==> src/rtl/matrix_stream_loader.sv <==
// Collects a row-major element stream into a registered square matrix and
// hands it downstream with a valid/ready handshake; flags in_last misplacement.
module matrix_stream_loader #(
  parameter int MATRIX_SIZE = 3,
  parameter int WORD_LENGTH = 8
) (
  input  logic                   clk,
  input  logic                   rst_n,
  input  logic [WORD_LENGTH-1:0] in_data,
  input  logic                   in_valid,
  output logic                   in_ready,
  input  logic                   in_last,
  output logic [WORD_LENGTH-1:0] A [0:MATRIX_SIZE-1][0:MATRIX_SIZE-1],
  output logic                   A_valid,
  input  logic                   A_ready,
  output logic                   frame_err,
  input  logic                   err_clr
);

  localparam int CW = (MATRIX_SIZE > 2) ? $clog2(MATRIX_SIZE) : 1;
  localparam logic [CW-1:0] LAST_IDX = CW'(MATRIX_SIZE - 1);

  localparam logic [0:0] ST_LOAD = 1'b0;
  localparam logic [0:0] ST_FULL = 1'b1;

  logic [0:0]             r_state;
  logic [CW-1:0]          r_row;
  logic [CW-1:0]          r_col;
  logic [WORD_LENGTH-1:0] r_mat [0:MATRIX_SIZE-1][0:MATRIX_SIZE-1];
  logic                   r_frame_err;

  logic w_accept;
  logic w_final;
  logic w_frame_bad;

  assign w_accept    = in_valid && (r_state == ST_LOAD);
  assign w_final     = (r_row == LAST_IDX) && (r_col == LAST_IDX);
  assign w_frame_bad = w_accept && (w_final ? !in_last : in_last);

  // An early in_last rewinds to (0,0), dropping the partial matrix.
  always_ff @(posedge clk or negedge rst_n) begin
    if (!rst_n) begin
      r_state <= ST_LOAD;
      r_row   <= '0;
      r_col   <= '0;
    end else if (r_state == ST_LOAD) begin
      if (w_accept) begin
        if (w_final) begin
          r_state <= ST_FULL;
          r_row   <= '0;
          r_col   <= '0;
        end else if (in_last) begin
          r_row <= '0;
          r_col <= '0;
        end else if (r_col == LAST_IDX) begin
          r_col <= '0;
          r_row <= r_row + 1'b1;
        end else begin
          r_col <= r_col + 1'b1;
        end
      end
    end else if (A_ready) begin
      r_state <= ST_LOAD;
      r_row   <= '0;
      r_col   <= '0;
    end
  end

  always_ff @(posedge clk or negedge rst_n) begin
    if (!rst_n) begin
      for (int r = 0; r < MATRIX_SIZE; r++) begin
        for (int c = 0; c < MATRIX_SIZE; c++) begin
          r_mat[r][c] <= '0;
        end
      end
    end else if (w_accept) begin
      r_mat[r_row][r_col] <= in_data;
    end
  end

  // A set event in the same cycle as err_clr keeps the flag raised.
  always_ff @(posedge clk or negedge rst_n) begin
    if (!rst_n) begin
      r_frame_err <= 1'b0;
    end else if (w_frame_bad) begin
      r_frame_err <= 1'b1;
    end else if (err_clr) begin
      r_frame_err <= 1'b0;
    end
  end

  assign in_ready  = (r_state == ST_LOAD);
  assign A_valid   = (r_state == ST_FULL);
  assign A         = r_mat;
  assign frame_err = r_frame_err;

endmodule

==> config.mk <==
export PLATFORM = sky130hd
export DESIGN_NAME = matrix_stream_loader
export DESIGN_NICKNAME = d
export VERILOG_FILES = /design/src/rtl/matrix_stream_loader.sv
export SDC_FILE = /design/constraint.sdc
export NUM_CORES = 1
export LEC_CHECK = 0
export CAP_MARGIN = 20
export CELL_PAD_IN_SITES_DETAIL_PLACEMENT = 2
export CELL_PAD_IN_SITES_GLOBAL_PLACEMENT = 2
export CORE_MARGIN = 2
export CORE_UTILIZATION = 32
export DETAILED_ROUTE_END_ITERATION = 12
export GPL_TIMING_DRIVEN = 0
export PLACE_DENSITY = 0.88
export SETUP_SLACK_MARGIN = 0.05
export SYNTH_ARGS = -nofsm -noshare
export SYNTH_HDL_FRONTEND = slang
export SYNTH_SLANG_ARGS = --single-unit
==> constraint.sdc <==
create_clock -name clk -period 2.1 [get_ports clk]
set_clock_uncertainty 0.05 [all_clocks]
set_input_delay 0.21 -clock clk [delete_from_list [all_inputs] [get_ports clk]]
set_output_delay 0.21 -clock clk [all_outputs]
set_load 0.01 [all_outputs]
==> out/summary.txt, run 1 <==
Endpoints failing setup - 0
Slew Viols, Final - 0
Largest area contributor in the netlist - dfrtp_1
Register area - 1950 um^2
Post-CTS Setup Inserts - 0
Reg-to-reg slack, setup - 400 ps
Inst Count DP - 407
Worst setup SP type - register
Period utilization - 0.833
CTS clock-pin slew for the worst setup and hold paths - 80 ps
WHS - 309 ps
Remaining global-route overflow - 0
Die Y - 102 um
Synthesis-stage register bit count - 78
DR WL/cell - 19.7 um
Area contributors post-synth - dfrtp_1 (63%), mux2_2 (21%), mux2_1 (5.8%)
Outcome - complete, no violations
RSZ-0062 raised after global routing - no
Pwr/cell area - 1490 nW/um^2
CP Capture Type - primary output
Remaining routing DRC violations - 0
IO Pins - 89
FMAX - 571 MHz
CTS tree - built
IO Port Bufs - 88
First-pass GRT wire length - 13200 um
GRT Overall Usage - 0.173
CP Max Fanout - 8
Initial antenna violation count - 0
Post-CTS resize count - 0
Post-DRT Antenna Nets - 0
Seq/Total Area, Yosys - 0.630
Routed wire length - 8370 um
Sink Count - 78
Clk root buf - clkbuf_8
Max Cap Viol - 0
Effective utilization at floorplan - 0.332
Core box area - 9330 um^2
Rel. slew slack - 0.681
Dpl hpwl - 6010 um
Hold Buf Count CTS - 1
Final Hold Viols - 0
Worst-Margin Slew - 479 ps
Setup Crit Path Kind - register to primary output
Worst vdd ir - 0.000564 V
Row Count - 35
Area growth syn-to-layout - 41.5%
Syn nets - 206
Mean post-synth cell area - 16.4 um^2
Design area - 4380 um^2
Vias - 1997
H-tree level count - 3
Share of layout cells above drive strength 1 - 0.295
Post-Layout Cell Count - 424
Final min period - 1750 ps
Die Wd - 102 um
Final Util - 0.470
RePlAce Congestion - 0.675
Ys Warns - 0
Leakage power - 1.96 nW
Starting DRC count in detailed routing - 52
Number of global-route vias before repair - 2319
Vias/cell - 4.71
Post-Syn Area - 3100 um^2
Post-synthesis cell count - 189
Distinct cells, synth - 23
Skew-Pair Late Insertion Delay - 350 ps
Worst EP required - 1840 ps
DR pass1 iterations - 4
WP data arrival - 1490 ps
Dpl cell area - 4160 um^2
Worst min path class - primary input to async pin
Pin count of the biggest net entering global routing - 44
Setup TNS Final - 0 ps
Ant. Diodes - 0
# fillers - 918
Die area - 10500 um^2
Share of the synthesized area in the top cell type - 0.630
Fin nets - 307
Longest Clk Path Bufs - 2
Footprint of the multi-input gates - 1120 um^2
CTS Buf Count - 9
[path summary, 6_finish.rpt]
kind                       cells past startpoint         to      from
max                                            3   in_ready   A_valid
min                                            2      A[58]     rst_n
max reg2reg                                    3      A[41]  r_col[1]
min reg2reg                                    1      A[48]     A[48]
max in group asynchronous                      3      A[56]     rst_n
min in group clk                               2  frame_err   err_clr
[layer usage]
layer  global-route usage  share of wire  vias up
met4               0.0605          0.014        0
met1                0.203           0.40     1052
met5                    0              0        -
met3               0.0506          0.057       12
met2                0.303           0.53       60
li1                     -              -      873
[cell type report]
| class | instances | area share |
|---|---|---|
| sequential | 78 | 0.446 |
| multi-input combinational | 106 | 0.255 |
| timing repair buffer | 90 | 0.207 |
| tap | 129 | 0.0368 |
| clock buffer | 10 | 0.0291 |
| clock inverter | 6 | 0.0197 |
| inverter | 4 | 0.00343 |
| buffer | 1 | 0.00257 |
[cells in the final DEF, fill, tap and decap left out, drive strengths merged]
cell type and instances:
clkinv 3, nor2 1, nand3b 1, bufinv 2, nand3 2, clkinvlp 1, clkdlybuf4s50 87, mux2i 3
dlygate4sd3 1, nor2b 1, mux2 73, nor4b 1, nand2b 1, o21bai 1, a22o 1, o22ai 1
dfrtp 78, clkbuf 10, nor3 1, o21ai 1, xor2 1, nand2 12, buf 3, inv 4
and4bb 2, ha 3
[critical path, cell delays in order, from the launching register on]
cell and delay (ps):
dfrtp_1 410, buf_6 150, inv_1 60, clkdlybuf4s50_1 520
[cell families after synthesis]
logic type | count (synthesis) | share of synthesized area
and+or+nand+nor | 22 | 0.0622
xor gates and xnor gates | 1 | 0.00283
muxes | 76 | 0.275
AOI/OAI and AO/OA | 4 | 0.00889
adders and majority gates | 3 | 0.0121
DFF | 78 | 0.630
buffers and inverters | 5 | 0.00848
[through the flow]
stage          power (mW)  setup slack, ps
3_3_place_gp         5.19            -1940
3_5_place_dp         5.37              146
2_1_floorplan        3.64              584
6_report             6.51              350
5_1_grt              6.91              280
4_1_cts              6.65              317
[power breakdown]
group,total (mW),internal (mW),switching [mW]
clock network,1.22,0.668,0.557
registers,2.56,2.17,0.389
logic,2.72,1.67,1.05
total,6.51,4.52,2.00
[registers in the layout (all words and copies together) (netlist names)]
register,cells
frame_err,1
r_row,2
A,72
r_col,2
A_valid,1
[cell usage after synthesis]
library cell / instances
dfrtp_1: 78
mux2_2: 57
mux2_1: 16
nand2_4: 6
inv_1: 4
ha_1: 3
mux2i_1: 3
nand2_1: 3
nand2_2: 3
and4bb_4: 2
nand3_1: 2
a22o_1: 1
buf_6: 1
nand2b_1: 1
nand3b_1: 1
nor2_1: 1
nor2b_1: 1
nor3_1: 1
nor4b_4: 1
o21ai_0: 1
o21bai_1: 1
o22ai_1: 1
xor2_1: 1
Power figures use the tool's default switching activity.
==> run 2: changes to the inputs <==
==> constraint.sdc (replaced) <==
create_clock -name clk -period 1.7 [get_ports clk]
set_clock_uncertainty 0.05 [all_clocks]
set_input_delay 0.17 -clock clk [delete_from_list [all_inputs] [get_ports clk]]
set_output_delay 0.17 -clock clk [all_outputs]
set_load 0.01 [all_outputs]
==> out/summary.txt, run 2 (synthesis gave the netlist of run 1 again) <==
CTS tree - built
CP Capture Type - register
Sink Count - 78 (unchanged)
Most Crowded Layer GR - met2
IO Port Bufs - 88 (unchanged)
Dpl cell area - 4160 um^2 (unchanged)
Violated checks - setup timing
Routed wire length - 8570 um (+2.5%)
CTS clock-pin slew for the worst setup and hold paths - 80 ps (about the same)
Worst-Margin Slew - 481 ps (+2.12 ps)
Row Count - 35 (unchanged)
Pin count of the biggest net entering global routing - 44 (unchanged)
IO Pins - 89 (unchanged)
Post-Layout Cell Count - 427 (+0.71%)
DR WL/cell - 20.1 um (+1.7%)
Leakage power - 1.98 nW (+1.0%)
Longest Clk Path Bufs - 2 (unchanged)
WP data arrival - 1890 ps (+400 ps)
Post-DRT Antenna Nets - 0 (unchanged)
CP Max Fanout - 8 (unchanged)
Starting DRC count in detailed routing - 46 (-12%)
Vias/cell - 4.70 (-0.16%)
Pwr/cell area - 1830 nW/um^2 (+23%)
Die area - 10500 um^2 (unchanged)
Number of global-route vias before repair - 2319 (unchanged)
GRT Overall Usage - 0.173 (unchanged)
Max reg flops - 72 (unchanged)
Clk root buf - clkbuf_8
Worst min path class - primary input to async pin
DR pass1 iterations - 3 (-1)
Final Util - 0.480 (+0.0103)
H-tree level count - 3 (unchanged)
Setup Crit Path Kind - register to register
Slowest stage delay, CP - 410 ps (-110 ps)
RSZ-0062 raised after global routing - yes
Outcome - finished with violations
Setup ws final - -10.9 ps (-361 ps)
Remaining global-route overflow - 0 (unchanged)
Area growth syn-to-layout - 44.6%
GRT met1 Usage - 0.203 (unchanged)
Share of layout cells above drive strength 1 - 0.329 (+0.0339)
FMAX - 584 MHz
Vias - 2008 (+0.55%)
Crit path max-delay cell type - dfrtp_1
Period utilization - 1.01
Grt met3 use - 0.0506 (unchanged)
Most frequent cells in the layout - clkdlybuf4s50_1 (86), dfrtp_1 (78), mux2_2 (56), mux2_1 (11), clkbuf_8 (9)
CTS Buf Count - 9 (unchanged)
Remaining routing DRC violations - 0 (unchanged)
Worst setup SP type - register
Crit-path cells - buf_6, nor4b_4, buf_4, nand2_8, mux2_4
Inst Count DP - 407 (unchanged)
Worst EP required - 1880 ps (+40 ps)
Die Y - 102 um (unchanged)
Max Cap Viol - 0 (unchanged)
First-pass GRT wire length - 13200 um (unchanged)
Ant. Diodes - 0 (unchanged)
Endpoints failing setup - 2 (+2)
Dpl hpwl - 6010 um (unchanged)
Fin nets - 310 (+0.98%)
Skew-Pair Late Insertion Delay - 350 ps (about the same)
Worst slack, placed - -214 ps (-360 ps)
Design area - 4480 um^2 (+2.2%)
Worst vdd ir - 0.000734 V (+30%)
Final Hold Viols - 0 (unchanged)
Grt met2 use - 0.303 (unchanged)
Rel. slew slack - 0.679 (-0.00142)
RePlAce Congestion - 0.675 (unchanged)
Die Wd - 102 um (unchanged)
Core box area - 9330 um^2 (unchanged)
Leading cell type in the layout, fill and taps excluded - clkdlybuf4s50_1
Slew Viols, Final - 0 (unchanged)
Reg-to-reg slack, setup - -10 ps (-410 ps)
Effective utilization at floorplan - 0.332 (unchanged)
Final min period - 1710 ps
Initial antenna violation count - 0 (unchanged)
==> run 2: changes by cell type in the layout (fill, tap and decap cells not counted), sizes merged <==
cell	previous run	this run
buf	3	6
dlygate4sd2	0	1
clkdlybuf4s50	87	86
==> run 2: final timing paths <==
| path | startpoint | end | cells after the start |
|---|---|---|---|
| setup reg to reg | A_valid | A[20] | 5 |
| hold / removal | rst_n | A[58] | 2 |
| max in group asynchronous | rst_n | A[56] | 3 |
| min in group clk | err_clr | frame_err | 2 |
| setup / recovery | A_valid | A[20] | 5 |
| hold reg to reg | A[48] | A[48] | 1 |
==> run 2: critical path, delay by kind of cell, from the launching register on <==
| family | cells | cell delay, ps |
|---|---|---|
| buffers and inverters | 2 | 360 |
| flip-flops | 1 | 410 |
| multiplexers | 1 | 310 |
| AND/OR/NAND/NOR | 2 | 460 |
==> run 2: layout make-up <==
class,instances,area (um^2)
repair buffers,93,930
clock buffers,10,128
fillers,906,4850
clock inverters,6,86.3
plain buffers,1,11.3
multi-input cells,106,1190
inverters,4,15.0
well taps,129,161
flip-flops and latches,78,1950
==> run 2: stage by stage <==
step                      hold slack [ps]  TNS [ps]  total power [mW]
final                                 264     -15.9              8.21
after global routing                  308      -913              8.69
after CTS                             270     -13.7              8.21
after detailed placement              115     -5910              6.64
after global placement                424   -182670              6.42
after floorplan                      -176         0              4.50
==> run 2: layer usage <==
layer,part of all wire,vias to the layer above
li1,-,879
met1,0.39,1063
met2,0.54,58
met3,0.053,8
met4,0.011,0
met5,0,-
==> run 2: what timing repair did <==
action,in CTS,in global routing
pin swaps,0,2
setup endpoints to repair,24,34
hold endpoints to repair,35,0
hold buffers,1,0
setup buffers,0,3
gates resized for setup,1,15
==> run 2: power breakdown <==
group	total [mW]	internal [mW]	switching, mW	leakage [nW]
Combinational	3.51	2.15	1.36	0.903
Clock	1.52	0.825	0.698	0.106
Sequential	3.17	2.69	0.488	0.974
Total	8.21	5.67	2.55	1.98
